===== src/rtl/lr_train_sequencer.sv =====
// Handshaked epoch/datapoint sequencer for the linear-regression training datapath.
// Optional early-stop criterion enabled by defining LR_SEQ_EARLY_STOP_EN.
module lr_train_sequencer #(
    parameter int DP_BITS    = 4,
    parameter int EPOCH_BITS = 6,
    parameter int RAM_LAT    = 1
) (
    input  logic                  CLK,
    input  logic                  RST,
    input  logic                  start,
    input  logic                  abort,
    input  logic [DP_BITS-1:0]    num_dps,
    input  logic [EPOCH_BITS-1:0] num_epochs,
    output logic                  ram_oe,
    output logic [DP_BITS-1:0]    ram_addr,
    output logic                  load_x,
    output logic                  calc_go,
    input  logic                  calc_done,
    input  logic                  err_small,
    output logic                  upd_go,
    input  logic                  upd_done,
    output logic                  busy,
    output logic                  fin,
    output logic [EPOCH_BITS-1:0] epoch_cnt,
    output logic                  stopped_early
);

    typedef enum logic [3:0] {
        IDLE, FETCH, LOAD, CALC_REQ, CALC_WAIT, UPD_REQ, UPD_WAIT, NEXT, DONE
    } state_t;

    localparam int WAIT_W = (RAM_LAT > 1) ? $clog2(RAM_LAT) : 1;
    localparam logic [DP_BITS-1:0]    DP_ONE    = DP_BITS'(1);
    localparam logic [EPOCH_BITS-1:0] EPOCH_ONE = EPOCH_BITS'(1);
    localparam logic [WAIT_W-1:0]     WAIT_LAST = WAIT_W'(RAM_LAT - 1);

    state_t                state, state_d;
    logic [DP_BITS-1:0]    addr_d, dps_q, dps_d;
    logic [EPOCH_BITS-1:0] epochs_q, epochs_d, cnt_d;
    logic [WAIT_W-1:0]     wait_q, wait_d;
    logic                  es_flag, es_flag_d, stop_q, stop_d;

    // Everything visible outside is a decode of the registered state.
    assign ram_oe   = (state == FETCH) || (state == LOAD);
    assign load_x   = (state == LOAD);
    assign calc_go  = (state == CALC_REQ);
    assign upd_go   = (state == UPD_REQ);
    assign busy     = (state != IDLE) && (state != DONE);
    assign fin      = (state == DONE);

`ifdef LR_SEQ_EARLY_STOP_EN
    assign stopped_early = stop_q;
`else
    logic unused_err_small;
    assign unused_err_small = err_small;
    assign stopped_early    = 1'b0;
`endif

    // NOTE: every next-value is given its hold value before the case so no path infers a latch.
    always_comb begin
        state_d   = state;
        addr_d    = ram_addr;
        dps_d     = dps_q;
        epochs_d  = epochs_q;
        cnt_d     = epoch_cnt;
        wait_d    = wait_q;
        es_flag_d = es_flag;
        stop_d    = stop_q;
        if (abort) begin
            state_d = IDLE;
            addr_d  = '0;
            wait_d  = '0;
            stop_d  = 1'b0;
        end else begin
            case (state)
                IDLE, DONE: if (start) begin
                    dps_d    = num_dps;
                    epochs_d = num_epochs;
                    cnt_d    = '0;
                    stop_d   = 1'b0;
                    wait_d   = '0;
                    addr_d   = num_dps - DP_ONE;
                    state_d  = (num_dps == '0 || num_epochs == '0) ? DONE : FETCH;
                end
                FETCH: begin
`ifdef LR_SEQ_EARLY_STOP_EN
                    if (ram_addr == dps_q - DP_ONE) es_flag_d = 1'b1;
`endif
                    if (wait_q == WAIT_LAST) begin
                        wait_d  = '0;
                        state_d = LOAD;
                    end else begin
                        wait_d = wait_q + WAIT_W'(1);
                    end
                end
                LOAD:      state_d = CALC_REQ;
                CALC_REQ:  state_d = CALC_WAIT;
                CALC_WAIT: if (calc_done) begin
`ifdef LR_SEQ_EARLY_STOP_EN
                    es_flag_d = es_flag & err_small;
`endif
                    state_d = UPD_REQ;
                end
                UPD_REQ:   state_d = UPD_WAIT;
                UPD_WAIT:  if (upd_done) state_d = NEXT;
                NEXT: begin
                    if (ram_addr != '0) begin
                        addr_d  = ram_addr - DP_ONE;
                        state_d = FETCH;
                    end else begin
                        cnt_d  = epoch_cnt + EPOCH_ONE;
                        addr_d = dps_q - DP_ONE;
`ifdef LR_SEQ_EARLY_STOP_EN
                        if (es_flag) begin
                            stop_d  = 1'b1;
                            state_d = DONE;
                        end else
`endif
                        state_d = (cnt_d == epochs_q) ? DONE : FETCH;
                    end
                end
                default: state_d = IDLE;
            endcase
        end
    end

    // NOTE: registers update with non-blocking assignments so all see pre-edge values.
    always_ff @(posedge CLK) begin
        if (RST) begin
            state     <= IDLE;
            ram_addr  <= '0;
            dps_q     <= '0;
            epochs_q  <= '0;
            epoch_cnt <= '0;
            wait_q    <= '0;
            es_flag   <= 1'b0;
            stop_q    <= 1'b0;
        end else begin
            state     <= state_d;
            ram_addr  <= addr_d;
            dps_q     <= dps_d;
            epochs_q  <= epochs_d;
            epoch_cnt <= cnt_d;
            wait_q    <= wait_d;
            es_flag   <= es_flag_d;
            stop_q    <= stop_d;
        end
    end

endmodule


===== config.mk =====
export PLATFORM = sky130hd
export DESIGN_NAME = lr_train_sequencer
export DESIGN_NICKNAME = d
export VERILOG_FILES = /design/src/rtl/lr_train_sequencer.sv
export SDC_FILE = /design/constraint.sdc
export NUM_CORES = 1
export LEC_CHECK = 0
export ABC_AREA = 1
export CORE_ASPECT_RATIO = 1.2
export CORE_UTILIZATION = 45
export DETAILED_ROUTE_END_ITERATION = 10
export PLACE_DENSITY_LB_ADDON = 0.15
export SLEW_MARGIN = 25
export SYNTH_ARGS = -nofsm -noshare
export SYNTH_HDL_FRONTEND = slang
export SYNTH_SLANG_ARGS = --single-unit

===== constraint.sdc =====
create_clock -name CLK -period 1.35 [get_ports CLK]
set_input_delay 0.27 -clock CLK [delete_from_list [all_inputs] [get_ports CLK]]
set_output_delay 0.27 -clock CLK [all_outputs]
set_load 0.1 [all_outputs]

==> results.ini <==
[run_status]
status=finished with violations
violations=negative setup slack

[setup_path]
max_stage_delay_ns=0.40
cp_num_buf_inv=3
cp_max_fo=4
crit_type=register to output pin
crit_path_cell_trace=buf_12 -> nor2_4 -> inv_2 -> nor2_4 -> buf_12
end_kind=output pin
cp.required_ns=1.08
cp_data_arrival_time_ns=1.36
startpoint_type=register
slowest_stage=dfxtp_4
path_delay_family=flip-flops

[logic_synthesis]
async_flop_share_pct=0
synth_ff_type=dfxtp_1
synth_area_leaders=dfxtp_1 33%, nand2_1 12%, inv_1 8.8%, nand3_1 8.6%, a21oi_1 6.5%
synth_top_area_share_pct=32.99
syn_nets=245
yosys_warnings=0
synth-seq-cells=24
synth_top_cell_by_area=dfxtp_1
avgSynthCellArea_sq_um=6.444
synth_area_sq_mm=0.001456
synth_commonest_cells=46 x nand2_1, 34 x inv_1, 25 x nand3_1, 25 x nor2_1, 24 x dfxtp_1
ys_seq_area_share_pct=32.99
yosysMostFrequentCell=nand2_1
netlist_instances=226
synthDistinctLibCells=31
synth_edf_count=0

[drt]
first_pass_iters=6
antenna_left=0
wl_per_cell_microns=14.72
num_vias=1828
routed_wl_mm=5.064
via_per_inst=5.314
drtIter0Drc=94
drc=0

[clock_network]
cts_inserted_buffers=3
cts_root_buf=clkbuf_4
cts_tree=built
cts_hold_buf=0
h-tree-depth=1
clk_path_buf_depth=2
clk_pin_slew_ns=0.14
insertion_delay_ns=0.32
cts_sinks=24

[power_and_ir_drop]
p_int_w=0.001073
vdd_ir_drop_max_mv=0.5872
p_leak_nw=1.169
p_per_area_mw_per_mm2=617.6
pwr-share-seq_pct=45.6
comb_power_share_pct=33.5
p_clk_share_pct=20.9
switchingPower_w=0.0005595
swShare_pct=34.27

[finish]
antennaDiodeCount=0
syn_to_final_growth_pct=81.53
drive_gt1_share_pct=42.21
nets=328
fillCellCount=175

[grt]
grt.total_usage_pct=27.40
grt_overflow=0
grt_pass1_vias=1664
grt_max_degree=16
antenna_found_initial=0
grt_first_pass_wirelength_mm=6.948

[sta]
clock.fmax_mhz=614.4
skew_ns=0.004473
hold_viol_final=0
period_minus_slack_ns=1.628
setup_tns_ns=-5.131
fin_crit_sh_pct=120.6
fin_ws_ns=-0.2776
setup_viol=28
finalMaxSlewViolations=0
rsz0062_at_grt=true

[floorplan]
dieHeight_microns=64.32
ioPinCount=34
rows=22
die_area_sq_mm=0.003469
coreArea_sq_mm=0.003083
dieWidth_microns=53.93
initial_core_util_pct=47.24

[hold_path]
min_path_type=register to register

[job]
drv_cap=0

[place]
io_buffer_count=31
place.detailed.hpwl_mm=3.078
gp_congestion=0.8686
preCtsSetupSlack_ns=-0.2448

worst register-to-register path: cells and delay by family (launching register included):
family | cells | cell delay [ns]
AND/OR/NAND/NOR | 9 | 0.75
flip-flops | 1 | 0.38
adder cells (fa/ha/maj) | 1 | 0.27
AO/OA/AOI/OAI | 1 | 0.13
layout make-up:
cell class / count / area (sq um) / area share (%)
repair buffers: 83 / 924.6 / 34.97
clock buffers: 4 / 26.28 / 0.9938
flip-flops and latches: 24 / 525.5 / 19.88
well taps: 36 / 45.04 / 1.704
multi-input cells: 160 / 968.4 / 36.63
inverters: 37 / 153.9 / 5.821
sequential cells by signal, indices dropped and copies added, names as in the netlist:
register	count
epoch_cnt	6
epochs_q	6
dps_q	4
ram_addr	4
state	4
power groups by stage:
stage	sequential (W)	combinational [W]	clock [W]
6_report	0.000745	0.000546	0.000342
5_1_grt	0.000748	0.000581	0.000379
3_5_place_dp	0.000760	0.000463	0
4_1_cts	0.000742	0.000494	0.000345
3_3_place_gp	0.000758	0.000457	0
2_1_floorplan	0.000803	0.000215	0
routing by layer:
metal	share of wire [%]	GRT usage (%)	up-vias
li1	-	-	895
met2	53	48.46	71
met5	0	0	-
met3	4.7	4.048	14
met1	40	32.02	848
met4	2.3	9.211	0
worst paths after layout:
kind,startpoint,slack (ns),endpoint,cells after the start
setup / recovery,state[2],-0.28,calc_go,5
hold / removal,dps_q[1],0.47,dps_q[1],2
setup reg to reg,epoch_cnt[0],-0.24,state[3],11
hold reg to reg,dps_q[1],0.47,dps_q[1],2
cell usage in the layout (no fill, tap or decap), types with 2 or more instances in the layout:
cell type	instances
a21oi_1	19
buf_12	19
buf_4	42
buf_6	7
clkbuf_4	3
clkdlybuf4s50_1	15
dfxtp_1	10
dfxtp_2	3
dfxtp_4	11
inv_1	23
inv_2	8
inv_4	4
nand2_1	43
nand2_2	4
nand2_4	3
nand3_1	23
nand3_4	2
nand4_1	5
nor2_1	15
nor2_2	2
nor2_4	12
o21ai_0	9
o21ai_1	7
o21ai_2	3
cell families (layout without fill, tap and decap cells):
family / Yosys count / count (layout) / synth area share [%]
simple gates: 113 / 113 / 36.08
buf+inv: 42 / 124 / 11.68
flops: 24 / 24 / 32.99
compound gates: 43 / 43 / 16.67
other cells: 1 / 1 / 0.2575
fa+ha+maj: 2 / 2 / 1.718
xor+xnor: 1 / 1 / 0.6015
stage by stage:
stage,power [W],instance area [sq um],cells,util [%],hold slack [ns]
floorplan,0.001018,1570,226,-,0.3294
global placement,0.001216,2386,329,77.39,0.4424
detailed placement,0.001223,2386,329,77.39,0.4496
CTS,0.001581,2544,338,82.51,0.4690
global route,0.001708,2644,344,85.75,0.4899
finish,0.001633,2644,344,85.75,0.4743
timing repair:
item                       in CTS  in global routing
pin swaps                       8                  3
buffers inserted                5                  6
setup endpoints to repair      21                 28
gates resized for setup        29                 16
No activity file was read; power rests on OpenSTA's default activity.
